--- config.mk ---
export PLATFORM = sky130hd
export DESIGN_NAME = load_store_unit
export DESIGN_NICKNAME = d
export VERILOG_FILES = /design/src/rtl/load_store_unit.sv
export SDC_FILE = /design/constraint.sdc
export NUM_CORES = 1
export LEC_CHECK = 0
export ABC_AREA = 1
export CORE_ASPECT_RATIO = 0.5
export CORE_MARGIN = 2
export CORE_UTILIZATION = 60
export CTS_CLUSTER_DIAMETER = 30
export DETAILED_ROUTE_END_ITERATION = 7
export DONT_BUFFER_PORTS = 1
export PLACE_DENSITY = 0.75
export SETUP_SLACK_MARGIN = 0.1
export SLEW_MARGIN = 15
export SYNTH_ARGS = -nofsm -noshare
export SYNTH_HDL_FRONTEND = slang
export SYNTH_SLANG_ARGS = --single-unit
--- constraint.sdc ---
create_clock -name clk -period 3.7 [get_ports clk]
set_input_delay 0.185 -clock clk [delete_from_list [all_inputs] [get_ports clk]]
set_output_delay 0.185 -clock clk [all_outputs]
set_load 0.01 [all_outputs]
--- src/rtl/load_store_unit.sv ---
// RV32I load/store unit: decodes width, checks alignment, runs one memory
// handshake with a bounded wait, and returns an extended load result.
module load_store_unit #(
  parameter int unsigned MAX_WAIT = 16
) (
  input  logic        clk,
  input  logic        rst,
  input  logic        start,
  input  logic        is_store,
  input  logic [2:0]  funct3,
  input  logic [31:0] addr,
  input  logic [31:0] wdata,
  output logic        busy,
  output logic        done,
  output logic [31:0] rdata,
  output logic [1:0]  err,
  output logic        mem_req,
  output logic        mem_we,
  output logic [31:0] mem_addr,
  output logic [31:0] mem_wdata,
  output logic [3:0]  mem_be,
  input  logic        mem_ack,
  input  logic [31:0] mem_rdata
);

  localparam logic [1:0] ERR_OK      = 2'b00;
  localparam logic [1:0] ERR_MISALIGN = 2'b01;
  localparam logic [1:0] ERR_ILLEGAL = 2'b10;
  localparam logic [1:0] ERR_TIMEOUT = 2'b11;
  localparam logic [7:0] WAIT_LAST   = 8'(MAX_WAIT - 1);

  typedef enum logic [1:0] {
    S_IDLE,
    S_REQ,
    S_RESP
  } state_t;

  state_t      state_q, state_d;
  logic        is_store_q, is_store_d;
  logic [2:0]  funct3_q, funct3_d;
  logic [31:0] addr_q, addr_d;
  logic [31:0] wdata_q, wdata_d;
  logic [7:0]  cnt_q, cnt_d;
  logic [31:0] rdata_q, rdata_d;
  logic [1:0]  err_q, err_d;

  logic        illegal, misaligned;
  logic [3:0]  be_lanes;
  logic [31:0] wdata_lanes;
  logic [7:0]  ld_byte;
  logic [15:0] ld_half;
  logic [31:0] ld_ext;

  // Request checks act on the live inputs so the IDLE decision needs no extra cycle.
  always_comb begin
    illegal    = 1'b0;
    misaligned = 1'b0;
    if (is_store) begin
      illegal = (funct3 > 3'b010);
    end else begin
      illegal = (funct3 == 3'b011) || (funct3 == 3'b110) || (funct3 == 3'b111);
    end
    if (funct3[1:0] == 2'b01) begin
      misaligned = addr[0];
    end else if (funct3[1:0] == 2'b10) begin
      misaligned = (addr[1:0] != 2'b00);
    end
  end

  always_comb begin
    be_lanes    = 4'b1111;
    wdata_lanes = wdata_q;
    if (is_store_q) begin
      case (funct3_q[1:0])
        2'b00: begin
          be_lanes    = 4'b0001 << addr_q[1:0];
          wdata_lanes = {4{wdata_q[7:0]}};
        end
        2'b01: begin
          be_lanes    = addr_q[1] ? 4'b1100 : 4'b0011;
          wdata_lanes = {2{wdata_q[15:0]}};
        end
        default: begin
          be_lanes    = 4'b1111;
          wdata_lanes = wdata_q;
        end
      endcase
    end
  end

  always_comb begin
    ld_byte = mem_rdata[8*addr_q[1:0] +: 8];
    ld_half = addr_q[1] ? mem_rdata[31:16] : mem_rdata[15:0];
    case (funct3_q)
      3'b000:  ld_ext = {{24{ld_byte[7]}}, ld_byte};
      3'b001:  ld_ext = {{16{ld_half[15]}}, ld_half};
      3'b100:  ld_ext = {24'h000000, ld_byte};
      3'b101:  ld_ext = {16'h0000, ld_half};
      default: ld_ext = mem_rdata;
    endcase
  end

  always_comb begin
    state_d    = state_q;
    is_store_d = is_store_q;
    funct3_d   = funct3_q;
    addr_d     = addr_q;
    wdata_d    = wdata_q;
    cnt_d      = cnt_q;
    rdata_d    = rdata_q;
    err_d      = err_q;
    case (state_q)
      S_IDLE: begin
        if (start) begin
          is_store_d = is_store;
          funct3_d   = funct3;
          addr_d     = addr;
          wdata_d    = wdata;
          cnt_d      = '0;
          if (illegal) begin
            state_d = S_RESP;
            err_d   = ERR_ILLEGAL;
            rdata_d = '0;
          end else if (misaligned) begin
            state_d = S_RESP;
            err_d   = ERR_MISALIGN;
            rdata_d = '0;
          end else begin
            state_d = S_REQ;
          end
        end
      end
      S_REQ: begin
        // An ack in the final allowed cycle wins over the timeout.
        if (mem_ack) begin
          state_d = S_RESP;
          err_d   = ERR_OK;
          rdata_d = is_store_q ? '0 : ld_ext;
        end else if (cnt_q == WAIT_LAST) begin
          state_d = S_RESP;
          err_d   = ERR_TIMEOUT;
          rdata_d = '0;
        end else begin
          cnt_d = cnt_q + 8'd1;
        end
      end
      S_RESP:  state_d = S_IDLE;
      default: state_d = S_IDLE;
    endcase
  end

  always_ff @(posedge clk) begin
    if (rst) begin
      state_q    <= S_IDLE;
      is_store_q <= 1'b0;
      funct3_q   <= '0;
      addr_q     <= '0;
      wdata_q    <= '0;
      cnt_q      <= '0;
      rdata_q    <= '0;
      err_q      <= ERR_OK;
    end else begin
      state_q    <= state_d;
      is_store_q <= is_store_d;
      funct3_q   <= funct3_d;
      addr_q     <= addr_d;
      wdata_q    <= wdata_d;
      cnt_q      <= cnt_d;
      rdata_q    <= rdata_d;
      err_q      <= err_d;
    end
  end

  assign busy      = (state_q != S_IDLE);
  assign done      = (state_q == S_RESP);
  assign rdata     = rdata_q;
  assign err       = err_q;
  assign mem_req   = (state_q == S_REQ);
  assign mem_we    = mem_req & is_store_q;
  assign mem_be    = mem_req ? be_lanes : '0;
  assign mem_addr  = {addr_q[31:2], 2'b00};
  assign mem_wdata = wdata_lanes;

endmodule

# [Word-level counts from Yosys, hierarchy flattened]
# Cells that the tools add are included.
[word_totals] ff_bits=112 input_bits=104 out_inout_bits=106
[op_classes] addsub=1 order_cmp=1 eq_ne=17 shift=2 n_mux=34 bitwise_logic=1 reduce_logical=12
[op_table] op="$mux 32" n=7
[op_table] op="$pmux 32 s2" n=2
[op_table] op="$pmux 32 s4" n=1
[op_table] op="$shiftx 32x6->8" n=1
[op_table] op="$mux 8" n=3
[op_table] op="$mux 2" n=10
[op_table] op="$mux 16" n=1
[op_table] op="$pmux 8 s2" n=1
[op_table] op="$eq 3x3->1 const B" n=4
[op_table] op="$mux 4" n=3
[op_table] op="$add 8x1->8 const B" n=1
[op_table] op="$eq 8x4->1 const B" n=1
[op_table] op="$pmux 2 s2" n=2
[op_table] op="$pmux 4 s2" n=1
[op_table] op="$reduce_and 4->1" n=2
[op_table] op="$eq 2x1->1 const B" n=3
[op_table] op="$ne 2x2->1 const B" n=3
[op_table] op="$reduce_bool 2->1" n=3
[op_table] op="$eq 2x2->1 const B" n=2
[op_table] op="$logic_not 2->1" n=2
[op_table] op="$reduce_and 2->1" n=2
[op_table] op="$shl 1x2->4 const A" n=1
[op_table] op="$eq 3x1->1 const B" n=1
[op_table] op="$eq 3x2->1 const B" n=1
[op_table] op="7 further kinds" n=10

# [Longest topological paths before layout]
[logic_depth] depth_word=7 ltp_mapped=10

# [Worst setup path before layout]
# OpenSTA, ideal clock, no wires.
[synth_path] path_kind="flip-flop to output port" startpoint="register is_store_q" endpoint="output mem_wdata[22]" arrival_ns=1.280 required_time_ns=3.515 slack_ns=2.235 path_stages_with_launch=7 n_path_buf=2 cell_sequence="dfxtp_1 > buf_2 > inv_1 > nor2_1 > inv_1 > clkbuf_1 > o21ai_0"
[synth_between] elab_chain_len=1
[synth_rtl] element="start: declaration" line="39" rtl="logic is_store_q, is_store_d;"
[synth_rtl] element="start signal: assignment" line="164" rtl="is_store_q <= is_store_d;"
[synth_rtl] element="$mux 32" line="73" rtl="if (is_store_q) begin"
[synth_rtl] element="end: declaration" line="20" rtl="output logic [31:0] mem_wdata,"
# Every way passes these cells.

# [Final worst setup path]
[layout_path] startpoint="register is_store_q" endpoint="output mem_wdata[18]"
# The elaborated chain is that of the path after synthesis.

==> metrics.md <==
| Metric | Value |
|---|---|
| Max Transition Viols Final | 0 |
| Yosys warning count | 0 |
| CP top delay family | buffers and inverters |
| Ys flop type | dfxtp_1 |
| Tmin final | 2960 ps |
| Area Overhead vs Synth | 2.47% |
| Number of DRC markers in iteration 0 | 275 |
| Fin crit share | between 80% and 90% |
| Worst hold start | wdata[22] |
| Crit path buffers/inverters | 2 |
| Synthesis-stage register bit count | 112 |
| CP peak stage delay | 680 ps |
| Filler Cells Inserted | 790 |
| Yosys top cell area share | between 40% and 50% |
| Avg Synthesized Cell Area | between 6 and 7 sq um |
| Max-slew headroom at the worst pin | 35.8% |
| Clock Path Buffers | 2 |
| First-pass GRT wire length | 21600 microns |
| Worst R2R Path Depth | 7 |
| Cts hold-fix bufs | 20 |
| Synthesized area | approximately 0.0054 sq mm |
| Setup Buffers After CTS | 0 |
| Worst EP required | between 3000 and 4000 ps |
| Final HPWL DP | 9380 microns |
| DRC | 0 |
| Layout cells sized above 1 | 4.32% |
| Post-synth ARST share | 0% |
| Post-synth EDFFs | 0 |
| Global Route Usage Sum | 27.2% |
| Antenna violations before repair | 0 |
| Critical path class | reg -> out |
| TritonCTS buffer count | 9 |
| Final GP Congestion | 0.931 |
| CTS root buffer | clkbuf_16 |
| Multi-input logic area | 0.00242 sq mm |
| Total Negative Setup Slacks | 0 ps |
| Register area share after synthesis | 41.4% |
| Ant. Diodes | 0 |
| VDD IR max | 0.243 mV |
| Initial Utilization | about three fifths |
| Max frequency | between 0.3 and 0.4 GHz |
| FP Rows | 24 |
| Outcome | completed |
| Pin count of the biggest net entering global routing | 92 |
| Total count of hold-check failures in the final report | 0 |
| Leak | 2.29 nW |
| Grt ovf | 0 |
| Reg2reg start | funct3_q[1] |
| WHS | ~3.5 ps |
| Post-route ant nets | 0 |
| Worst EP arrival | approximately 2800 ps |
| Nets@finish | 841 |
| Post_cts resized | 0 |
| Die H | 71.2 microns |
| Number of global-route vias before repair | 4422 |
| Hold Crit Depth | 2 |
| Crit-path cells | inv_1, nor2_1, inv_1, o21ai_0 |
| Pre-antenna DRT Iters | 5 |
| CTS tree | yes |
| Area leader, netlist | dfxtp_1 |
| Final Skew | 9.82 ps |
| Yosys cell types | 29 |
| Clk sinks | 112 |
| Largest cells by area after synthesis | dfxtp_1 (41%), nor2_1 (10%), o21ai_0 (9.6%) |
| Hold endpoint | wdata_q[22] |
| Reg2Reg Capture Point | rdata[26] |
| Die area | 0.00984 sq mm |
| Critical Path End Type | output pin |
| H-tree levels | 3 |
| Boundary Pins | 210 |
| Die span in x | 138 microns |
| Core box area | approximately 0.0087 sq mm |
| Storage cell area | 0.00224 sq mm |
| P per Cell Area | 500 mW/mm^2 |
| Wirelength, routed | about 14000 microns |
| CP max stage cell | nor2_1 |
| Wire per inst | 15.9 microns |
| Unrepaired setup endpoints after global routing | false |
| Min-delay worst type | in -> reg |
| Worst Max-Slew Pin Slew | 962 ps |
| Post-Synthesis Cells | 785 |
| Flop2flop setup slack | 1490 ps |
| Clk slew on worst S/H paths | roughly 80 ps |
| Crit path max fanout | 24 |
| # setup viols final | 0 |
| Post-DR vias/cell | roughly 5.6 |
| Crit start category | flop |
| Vias | 4771 |
| Max Cap Violations | 0 |
| Worst-skew pair later-pin latency | 350 ps |
| Port Buffers | 0 |
| CP most frequent cell | inv_1 |
==> worst max path at each step <==
stage                     start       endpoint  slack (ps)  cells past startpoint
floorplan            is_store_q  mem_wdata[22]        2230                      6
global placement    funct3_q[1]  mem_wdata[18]        1330                      3
detailed placement  funct3_q[1]  mem_wdata[18]        1170                      3
CTS                 funct3_q[1]  mem_wdata[18]         800                      3
global route         is_store_q  mem_wdata[22]         490                      4
finish               is_store_q  mem_wdata[18]         740                      4
==> synthesized netlist by cell type (2+ instances only) <==
cell type and count:
nor2_1 149, nand2_1 127, dfxtp_1 112, o21ai_0 104, a21oi_1 94, inv_1 56, buf_4 44, clkbuf_1 30
nand3_1 17, nand4_1 9, o22ai_1 8, buf_6 7, nand3b_1 6, inv_2 3, nand2_2 2, nor2_4 2
o31ai_1 2, xor2_1 2
==> stage by stage <==
step | total power [mW] | area, sq um | worst slack (ps) | utilization (%) | cells
3_5_place_dp | 1.85 | 5050 | 1170 | 57.8 | 822
2_1_floorplan | 1.84 | 5420 | 2230 | - | 786
6_report | 2.77 | 5550 | 735 | 63.5 | 858
5_1_grt | 2.91 | 5550 | 493 | 63.5 | 858
3_3_place_gp | 1.84 | 5050 | 1330 | 57.8 | 822
4_1_cts | 2.79 | 5540 | 796 | 63.4 | 858
==> cell families (layout without fill, tap and decap cells) <==
| group | count (synthesis) | after routing | synth area share (%) |
|---|---|---|---|
| AOI/OAI and AO/OA | 211 | 211 | 20.1 |
| xor gates and xnor gates | 2 | 2 | 0.324 |
| adders and majority gates | 1 | 1 | 0.231 |
| buffers and inverters | 143 | 98 | 14.0 |
| DFF | 112 | 112 | 41.4 |
| other | 1 | 2 | 0.0693 |
| and+or+nand+nor | 315 | 315 | 23.8 |
==> layout by cell type, fill, tap and decap left out, types with 6 or more instances in the layout <==
cell / n
dlygate4sd3_1: 19
a21oi_1: 94
clkbuf_16: 9
nand3_1: 16
nand2_1: 126
dfxtp_1: 112
nand4_1: 9
nor2_1: 149
o22ai_1: 8
nand3b_1: 6
inv_1: 56
o21ai_0: 104
==> where the power goes <==
part / switching (mW) / total, mW / internal [mW] / leakage [nW]
logic: 0.328 / 0.461 / 0.133 / 1.24
registers: 0.0947 / 1.39 / 1.29 / 0.920
clock network: 0.454 / 0.922 / 0.468 / 0.132
==> layer usage <==
| layer | track usage, % | vias up | part of all wire, % |
|---|---|---|---|
| met2 | 45.0 | 199 | 47 |
| met3 | 9.61 | 15 | 9.4 |
| met5 | 0 | - | 0 |
| met1 | 34.5 | 2160 | 42 |
| met4 | 7.14 | 0 | 1.3 |
| li1 | - | 2397 | - |
==> registers in the layout, indices dropped and copies added (netlist names) <==
| register | count |
|---|---|
| state_q | 2 |
| wdata_q | 32 |
| err | 2 |
| is_store_q | 1 |
| funct3_q | 3 |
| cnt_q | 8 |
| addr_q | 32 |
| rdata | 32 |
==> cell type report <==
cell class / instances / area share (%)
inverters: 60 / 4.11
flip-flops and latches: 112 / 40.4
well taps: 117 / 2.64
repair buffers: 22 / 4.06
clock buffers: 10 / 4.13
clock inverters: 6 / 0.947
multi-input cells: 531 / 43.7
Note: power is estimated with default switching activity, not from simulation.
